## config.mk

```make
export PLATFORM = sky130hd
export DESIGN_NAME = cpu_sequencer_flat
export DESIGN_NICKNAME = d
export VERILOG_FILES = /design/src/rtl/cpu_sequencer_if.sv /design/src/rtl/cpu_sequencer.sv /design/src/flat_wrapper.sv
export SDC_FILE = /design/constraint.sdc
export NUM_CORES = 1
export LEC_CHECK = 0
export ABC_AREA = 0
export CORE_MARGIN = 1.5
export CORE_UTILIZATION = 40
export CTS_CLUSTER_DIAMETER = 40
export DETAILED_ROUTE_END_ITERATION = 10
export PLACE_DENSITY = 0.68
export SYNTH_ARGS = -nofsm -noshare
export SYNTH_HDL_FRONTEND = slang
export SYNTH_SLANG_ARGS = --single-unit
```

## constraint.sdc

```tcl
create_clock -name clk -period 3.7 [get_ports clk]
set_input_delay 0.74 -clock clk [delete_from_list [all_inputs] [get_ports clk]]
set_output_delay 0.74 -clock clk [all_outputs]
set_load 0.02 [all_outputs]
```

## src/rtl/cpu_sequencer_if.sv

```systemverilog
// Bus bundle between the multi-cycle sequencer and the instruction memory,
// data memory, register file and combinational decoder.
interface cpu_sequencer_if;
  logic        imem_req;
  logic [31:0] imem_addr;
  logic        imem_ready;
  logic [31:0] imem_rdata;
  logic [31:0] instr;
  logic        ctl_halt;
  logic        ctl_rf_we;
  logic        ctl_mem_we;
  logic        ctl_branch_taken;
  logic [11:0] ctl_imm12;
  logic        dmem_req;
  logic        dmem_ready;
  logic        rf_we;

  modport master (
    output imem_req, imem_addr, instr, dmem_req, rf_we,
    input  imem_ready, imem_rdata, ctl_halt, ctl_rf_we, ctl_mem_we,
           ctl_branch_taken, ctl_imm12, dmem_ready
  );

  modport slave (
    input  imem_req, imem_addr, instr, dmem_req, rf_we,
    output imem_ready, imem_rdata, ctl_halt, ctl_rf_we, ctl_mem_we,
           ctl_branch_taken, ctl_imm12, dmem_ready
  );
endinterface

```

## src/rtl/cpu_sequencer.sv

```systemverilog
// Multi-cycle instruction sequencer: owns the PC, steps FETCH/EXEC/MEM/WB and
// gates the write strobes so each fires once per instruction.
module cpu_sequencer #(
  parameter logic [31:0] RESET_PC = 32'h0000_0000,
  parameter int          CNT_W    = 32,
  parameter int unsigned TIMEOUT  = 16
) (
  input  logic             clk,
  input  logic             rst_n,
  input  logic             i_run,
  input  logic             i_step,
  cpu_sequencer_if.master  bus,
  output logic [31:0]      o_pc,
  output logic             o_halted,
  output logic             o_fault,
  output logic [CNT_W-1:0] o_retired
);

  typedef enum logic [2:0] {
    S_IDLE, S_FETCH, S_EXEC, S_MEM, S_WB, S_HALT, S_FAULT
  } state_t;

  localparam int WAIT_W = (TIMEOUT > 1) ? $clog2(TIMEOUT) : 1;

  state_t            r_state;
  logic [31:0]       r_pc;
  logic [31:0]       r_instr;
  logic [CNT_W-1:0]  r_retired;
  logic [WAIT_W-1:0] r_wait;
  logic              r_step_d;
  logic              r_imem_req;
  logic              r_dmem_req;
  logic              r_rf_we;
  logic              r_halted;
  logic              r_fault;

  logic              w_step_rise;
  logic              w_timeout;
  logic [31:0]       w_branch_off;

  assign w_step_rise  = i_step & ~r_step_d;
  // The wait counter holds the number of ready-less cycles already spent;
  // the cycle that would bring it to TIMEOUT is the faulting one.
  assign w_timeout    = (TIMEOUT != 0) && (r_wait == WAIT_W'(TIMEOUT - 1));
  assign w_branch_off = {{20{bus.ctl_imm12[11]}}, bus.ctl_imm12};

  // NOTE: sequential state uses non-blocking assignments only, and the async
  // reset clears every request so a reset mid-transaction drops it at once.
  always_ff @(posedge clk or negedge rst_n) begin
    if (!rst_n) begin
      r_state    <= S_IDLE;
      r_pc       <= RESET_PC;
      r_instr    <= '0;
      r_retired  <= '0;
      r_wait     <= '0;
      r_step_d   <= 1'b0;
      r_imem_req <= 1'b0;
      r_dmem_req <= 1'b0;
      r_rf_we    <= 1'b0;
      r_halted   <= 1'b0;
      r_fault    <= 1'b0;
    end else begin
      r_step_d <= i_step;
      r_rf_we  <= 1'b0;
      case (r_state)
        S_IDLE: begin
          if (i_run || w_step_rise) begin
            r_state    <= S_FETCH;
            r_imem_req <= 1'b1;
            r_wait     <= '0;
          end
        end
        S_FETCH: begin
          if (bus.imem_ready) begin
            r_instr    <= bus.imem_rdata;
            r_imem_req <= 1'b0;
            r_state    <= S_EXEC;
          end else if (w_timeout) begin
            r_imem_req <= 1'b0;
            r_fault    <= 1'b1;
            r_state    <= S_FAULT;
          end else begin
            r_wait <= r_wait + WAIT_W'(1);
          end
        end
        S_EXEC: begin
          if (bus.ctl_halt) begin
            r_halted <= 1'b1;
            r_state  <= S_HALT;
          end else if (bus.ctl_mem_we) begin
            r_dmem_req <= 1'b1;
            r_wait     <= '0;
            r_state    <= S_MEM;
          end else begin
            r_rf_we <= bus.ctl_rf_we;
            r_state <= S_WB;
          end
        end
        S_MEM: begin
          if (bus.dmem_ready) begin
            r_dmem_req <= 1'b0;
            r_rf_we    <= bus.ctl_rf_we;
            r_state    <= S_WB;
          end else if (w_timeout) begin
            r_dmem_req <= 1'b0;
            r_fault    <= 1'b1;
            r_state    <= S_FAULT;
          end else begin
            r_wait <= r_wait + WAIT_W'(1);
          end
        end
        S_WB: begin
          r_pc      <= bus.ctl_branch_taken ? (r_pc + w_branch_off) : (r_pc + 32'd4);
          r_retired <= r_retired + CNT_W'(1);
          if (i_run) begin
            r_imem_req <= 1'b1;
            r_wait     <= '0;
            r_state    <= S_FETCH;
          end else begin
            r_state <= S_IDLE;
          end
        end
        S_HALT:  r_state <= S_HALT;
        S_FAULT: r_state <= S_FAULT;
        default: r_state <= S_FAULT;
      endcase
    end
  end

  assign bus.imem_req  = r_imem_req;
  assign bus.imem_addr = r_pc;
  assign bus.instr     = r_instr;
  assign bus.dmem_req  = r_dmem_req;
  assign bus.rf_we     = r_rf_we;
  assign o_pc          = r_pc;
  assign o_halted      = r_halted;
  assign o_fault       = r_fault;
  assign o_retired     = r_retired;

endmodule

```

## src/flat_wrapper.sv

```systemverilog
// flat-port wrapper written by rule: the top's interface ports become plain ports
module cpu_sequencer_flat 
#(
  parameter logic [31:0] RESET_PC = 32'h0000_0000,
  parameter int          CNT_W    = 32,
  parameter int unsigned TIMEOUT  = 16
)
  (clk, rst_n, i_run, i_step, o_pc, o_halted, o_fault, o_retired, bus_imem_req, bus_imem_addr, bus_instr, bus_dmem_req, bus_rf_we, bus_imem_ready, bus_imem_rdata, bus_ctl_halt, bus_ctl_rf_we, bus_ctl_mem_we, bus_ctl_branch_taken, bus_ctl_imm12, bus_dmem_ready);
  cpu_sequencer_if bus_i ();
  input  logic clk;
  input  logic rst_n;
  input  logic i_run;
  input  logic i_step;
  output logic [31:0] o_pc;
  output logic o_halted;
  output logic o_fault;
  output logic [CNT_W-1:0] o_retired;
  output wire logic [$bits(bus_i.imem_req)-1:0] bus_imem_req;
  output wire logic [$bits(bus_i.imem_addr)-1:0] bus_imem_addr;
  output wire logic [$bits(bus_i.instr)-1:0] bus_instr;
  output wire logic [$bits(bus_i.dmem_req)-1:0] bus_dmem_req;
  output wire logic [$bits(bus_i.rf_we)-1:0] bus_rf_we;
  input wire logic [$bits(bus_i.imem_ready)-1:0] bus_imem_ready;
  input wire logic [$bits(bus_i.imem_rdata)-1:0] bus_imem_rdata;
  input wire logic [$bits(bus_i.ctl_halt)-1:0] bus_ctl_halt;
  input wire logic [$bits(bus_i.ctl_rf_we)-1:0] bus_ctl_rf_we;
  input wire logic [$bits(bus_i.ctl_mem_we)-1:0] bus_ctl_mem_we;
  input wire logic [$bits(bus_i.ctl_branch_taken)-1:0] bus_ctl_branch_taken;
  input wire logic [$bits(bus_i.ctl_imm12)-1:0] bus_ctl_imm12;
  input wire logic [$bits(bus_i.dmem_ready)-1:0] bus_dmem_ready;
  assign bus_imem_req = bus_i.imem_req;
  assign bus_imem_addr = bus_i.imem_addr;
  assign bus_instr = bus_i.instr;
  assign bus_dmem_req = bus_i.dmem_req;
  assign bus_rf_we = bus_i.rf_we;
  assign bus_i.imem_ready = bus_imem_ready;
  assign bus_i.imem_rdata = bus_imem_rdata;
  assign bus_i.ctl_halt = bus_ctl_halt;
  assign bus_i.ctl_rf_we = bus_ctl_rf_we;
  assign bus_i.ctl_mem_we = bus_ctl_mem_we;
  assign bus_i.ctl_branch_taken = bus_ctl_branch_taken;
  assign bus_i.ctl_imm12 = bus_ctl_imm12;
  assign bus_i.dmem_ready = bus_dmem_ready;
  cpu_sequencer #(.RESET_PC(RESET_PC), .CNT_W(CNT_W), .TIMEOUT(TIMEOUT)) u_core (.clk(clk), .rst_n(rst_n), .i_run(i_run), .i_step(i_step), .bus(bus_i), .o_pc(o_pc), .o_halted(o_halted), .o_fault(o_fault), .o_retired(o_retired));
endmodule
```

==> impl_metrics.yaml <==
outcome:
  outcome: "finished clean"
clock_network:
  cts-root-buf: "clkbuf_16"
  cts_buffer_depth: 2
  path_clk_slew_ns: 0.07
  ctsHoldBuffers: 0
  tritoncts: "done"
  insertion_delay_ns: 0.35
  cts_resized: 0
  post_cts.repair.setup_buffers: 0
  h-tree-depth: 3
  cts_sinks: 109
  numCtsBuffers: 9
finish:
  drive_gt1_frac: 0.101
  areaGrowthSynthToFinish_pct: 32.9
  fill_cells: 1541
  layout.nets: 979
  seqCellArea_um2: 2730
  n_antenna_cell: 0
  multi_input_area_um2: 3720
die:
  coreArea_um2: 16700
  fp.dieH_um: 134
  die-area_um2: 18000
  num_io_pins: 187
  die_width_um: 134
  start_util: 0.411
  std_cell_rows: 47
worst_setup_path:
  critPathLaunchType: "primary input"
  crit_type: "in -> reg"
  r2r-end: "u_core.bus.imem_addr[30]$_DFFE_PN0P_"
  required_ns: 3.97
  timing.reg2reg.setup_slack_ns: 0.74
  critical_path_arrival_ns: 3.62
  critPathMaxFanout: 5
  crit_path_end_kind: "register"
  r2r_start: "u_core.bus.imem_addr[0]$_DFFE_PN0P_"
  reg2reg_depth: 12
timing:
  setup_viol: 0
  final_hold_viol_count: 0
  fin_crit_sh: 0.905
  maxSlewHeadroom: 0.488
  worst_pin_slew_ns: 0.768
  rsz0062_at_grt: "false"
  clock_skew_ns: 0.00701
  period_needed_ns: 3.35
  final.setup.tns_ns: 0
  drv_slew: 0
  fmax_ghz: 0.299
logic_synthesis:
  yosys-top-cells-count: "dfrtp_1, a21oi_1, nand2_1"
  yosysTopAreaCell: "dfrtp_1"
  yosysMostFrequentCell: "dfrtp_1"
  netlist_area_um2: 6870
  synthArstFlopShare: 1.00
  synth_nets: 822
  syn-instance-count: 733
  synth_seq_cells: 109
  yosys_warnings: 0
  synth_top_area_frac: 0.397
  syn_area_per_cell_um2: 9.37
  ys_seq_area_frac: 0.397
  synthTopCellsByArea: "dfrtp_1, mux2_2, ha_1"
  synth_cell_types: 63
  synth_ff_type: "dfrtp_1"
  synth_enable_flop_cells: 0
routing:
  num_vias: 5926
  drc: 0
  ant_nets: 0
  wire_per_inst_um: 15.5
  drt_wl_total_um: 17300
  viasPerCell: 5.31
  drt_iter0_drc: 332
  drt_first_pass_iters: 5
global_routing:
  grtUsageTotal: 0.195
  grt_pass1_wl_um: 28200
  grt_pass1_vias: 5597
  grt-ovfl-total: 0
  grt_max_degree: 61
  antenna_found_initial: 0
place:
  hpwl_um: 12900
  gp_congestion: 0.926
  io_buffers: 186
job:
  cap_violations: 0
power:
  power.leakage_uw: 0.00395
  p_per_area_nw_per_um2: 765
  ir_drop_mv: 0.375
  finalPower_uw: 6990
min_path:
  hold_class: "in -> async"
[where the power goes]
| group | switching [uW] | total [uW] | internal, uW |
|---|---|---|---|
| registers | 495 | 2070 | 1570 |
| logic | 2000 | 3890 | 1890 |
| clock network | 487 | 1030 | 545 |
| total | 2980 | 6990 | 4000 |
[critical path, cell delays in order]
cell	delay, ns
clkdlybuf4s50_1	0.40
ha_1	0.21
inv_1	0.07
fa_1	0.17
nand2b_1	0.13
a21oi_1	0.11
o311a_1	0.36
o41ai_4	0.45
o21ai_1	0.17
a21oi_1	0.37
a21oi_1	0.14
mux2i_1	0.13
nor3_1	0.16
[routing by layer]
metal  global-route usage  up-vias  wire [um]
li1                     -     2945          -
met4               0.0466        0        208
met2                0.321      173       8070
met5                    0        -          0
met1                0.267     2793       8240
met3               0.0336       15        823
[how the worst max path moves through the flow]
stage	startpoint	to	slack, ns	depth (start not counted)
6_report	bus_ctl_imm12[0]	u_core.bus.imem_addr[30]$_DFFE_PN0P_	0.35	13
5_1_grt	bus_ctl_imm12[0]	u_core.bus.imem_addr[30]$_DFFE_PN0P_	0.11	13
4_1_cts	bus_ctl_imm12[0]	u_core.bus.imem_addr[30]$_DFFE_PN0P_	0.37	13
3_5_place_dp	bus_ctl_imm12[11]	u_core.bus.imem_addr[31]$_DFFE_PN0P_	0.01	11
3_3_place_gp	bus_ctl_imm12[11]	u_core.bus.imem_addr[31]$_DFFE_PN0P_	0.05	11
2_1_floorplan	bus_ctl_imm12[0]	u_core.bus.imem_addr[28]$_DFFE_PN0P_	0.60	12
[layout make-up]
type / count / area share
clock buffer: 9 / 0.0247
inverter: 18 / 0.00740
tap: 220 / 0.0302
multi-input combinational: 546 / 0.407
sequential: 109 / 0.299
clock inverter: 7 / 0.0100
timing repair buffer: 206 / 0.222
[cell families after synthesis]
kind of cell	share of synthesized area
muxes	0.0696
adders and majority gates	0.0649
AOI/OAI and AO/OA	0.177
DFF	0.397
buffers and inverters	0.0620
xor gates and xnor gates	0.0714
and+or+nand+nor	0.158
[flip-flops by register name, indices dropped and copies added (netlist names)]
signal / count
u_core.o_fault: 1
u_core.bus.imem_req: 1
u_core.r_wait: 4
u_core.bus.imem_addr: 32
u_core.r_step_d: 1
u_core.bus.dmem_req: 1
u_core.bus.instr: 32
u_core.r_state: 3
u_core.o_retired: 32
u_core.o_halted: 1
u_core.bus.rf_we: 1
[layout by cell type, fill, tap and decap left out, types with 18 or more instances in the layout]
cell type,n
a21oi_1,67
nand2_1,57
xnor2_1,37
nand3_1,35
inv_1,18
buf_4,20
xor2_1,19
o21ai_0,29
nor2_1,43
ha_1,34
clkdlybuf4s50_1,185
o22ai_1,24
mux2_2,38
dfrtp_1,109
[per-stage QoR]
step	area, um^2	std cells	setup WS [ns]	utilization	hold WS [ns]
after global routing	9130	1115	0.113	0.547	0.499
after global placement	8810	1099	0.0533	0.528	0.456
after CTS	9130	1115	0.374	0.547	0.472
after floorplan	6870	733	0.603	-	0.444
after detailed placement	8810	1099	0.0114	0.528	0.462
final	9130	1115	0.352	0.547	0.462
No activity file was read; power rests on OpenSTA's default activity.
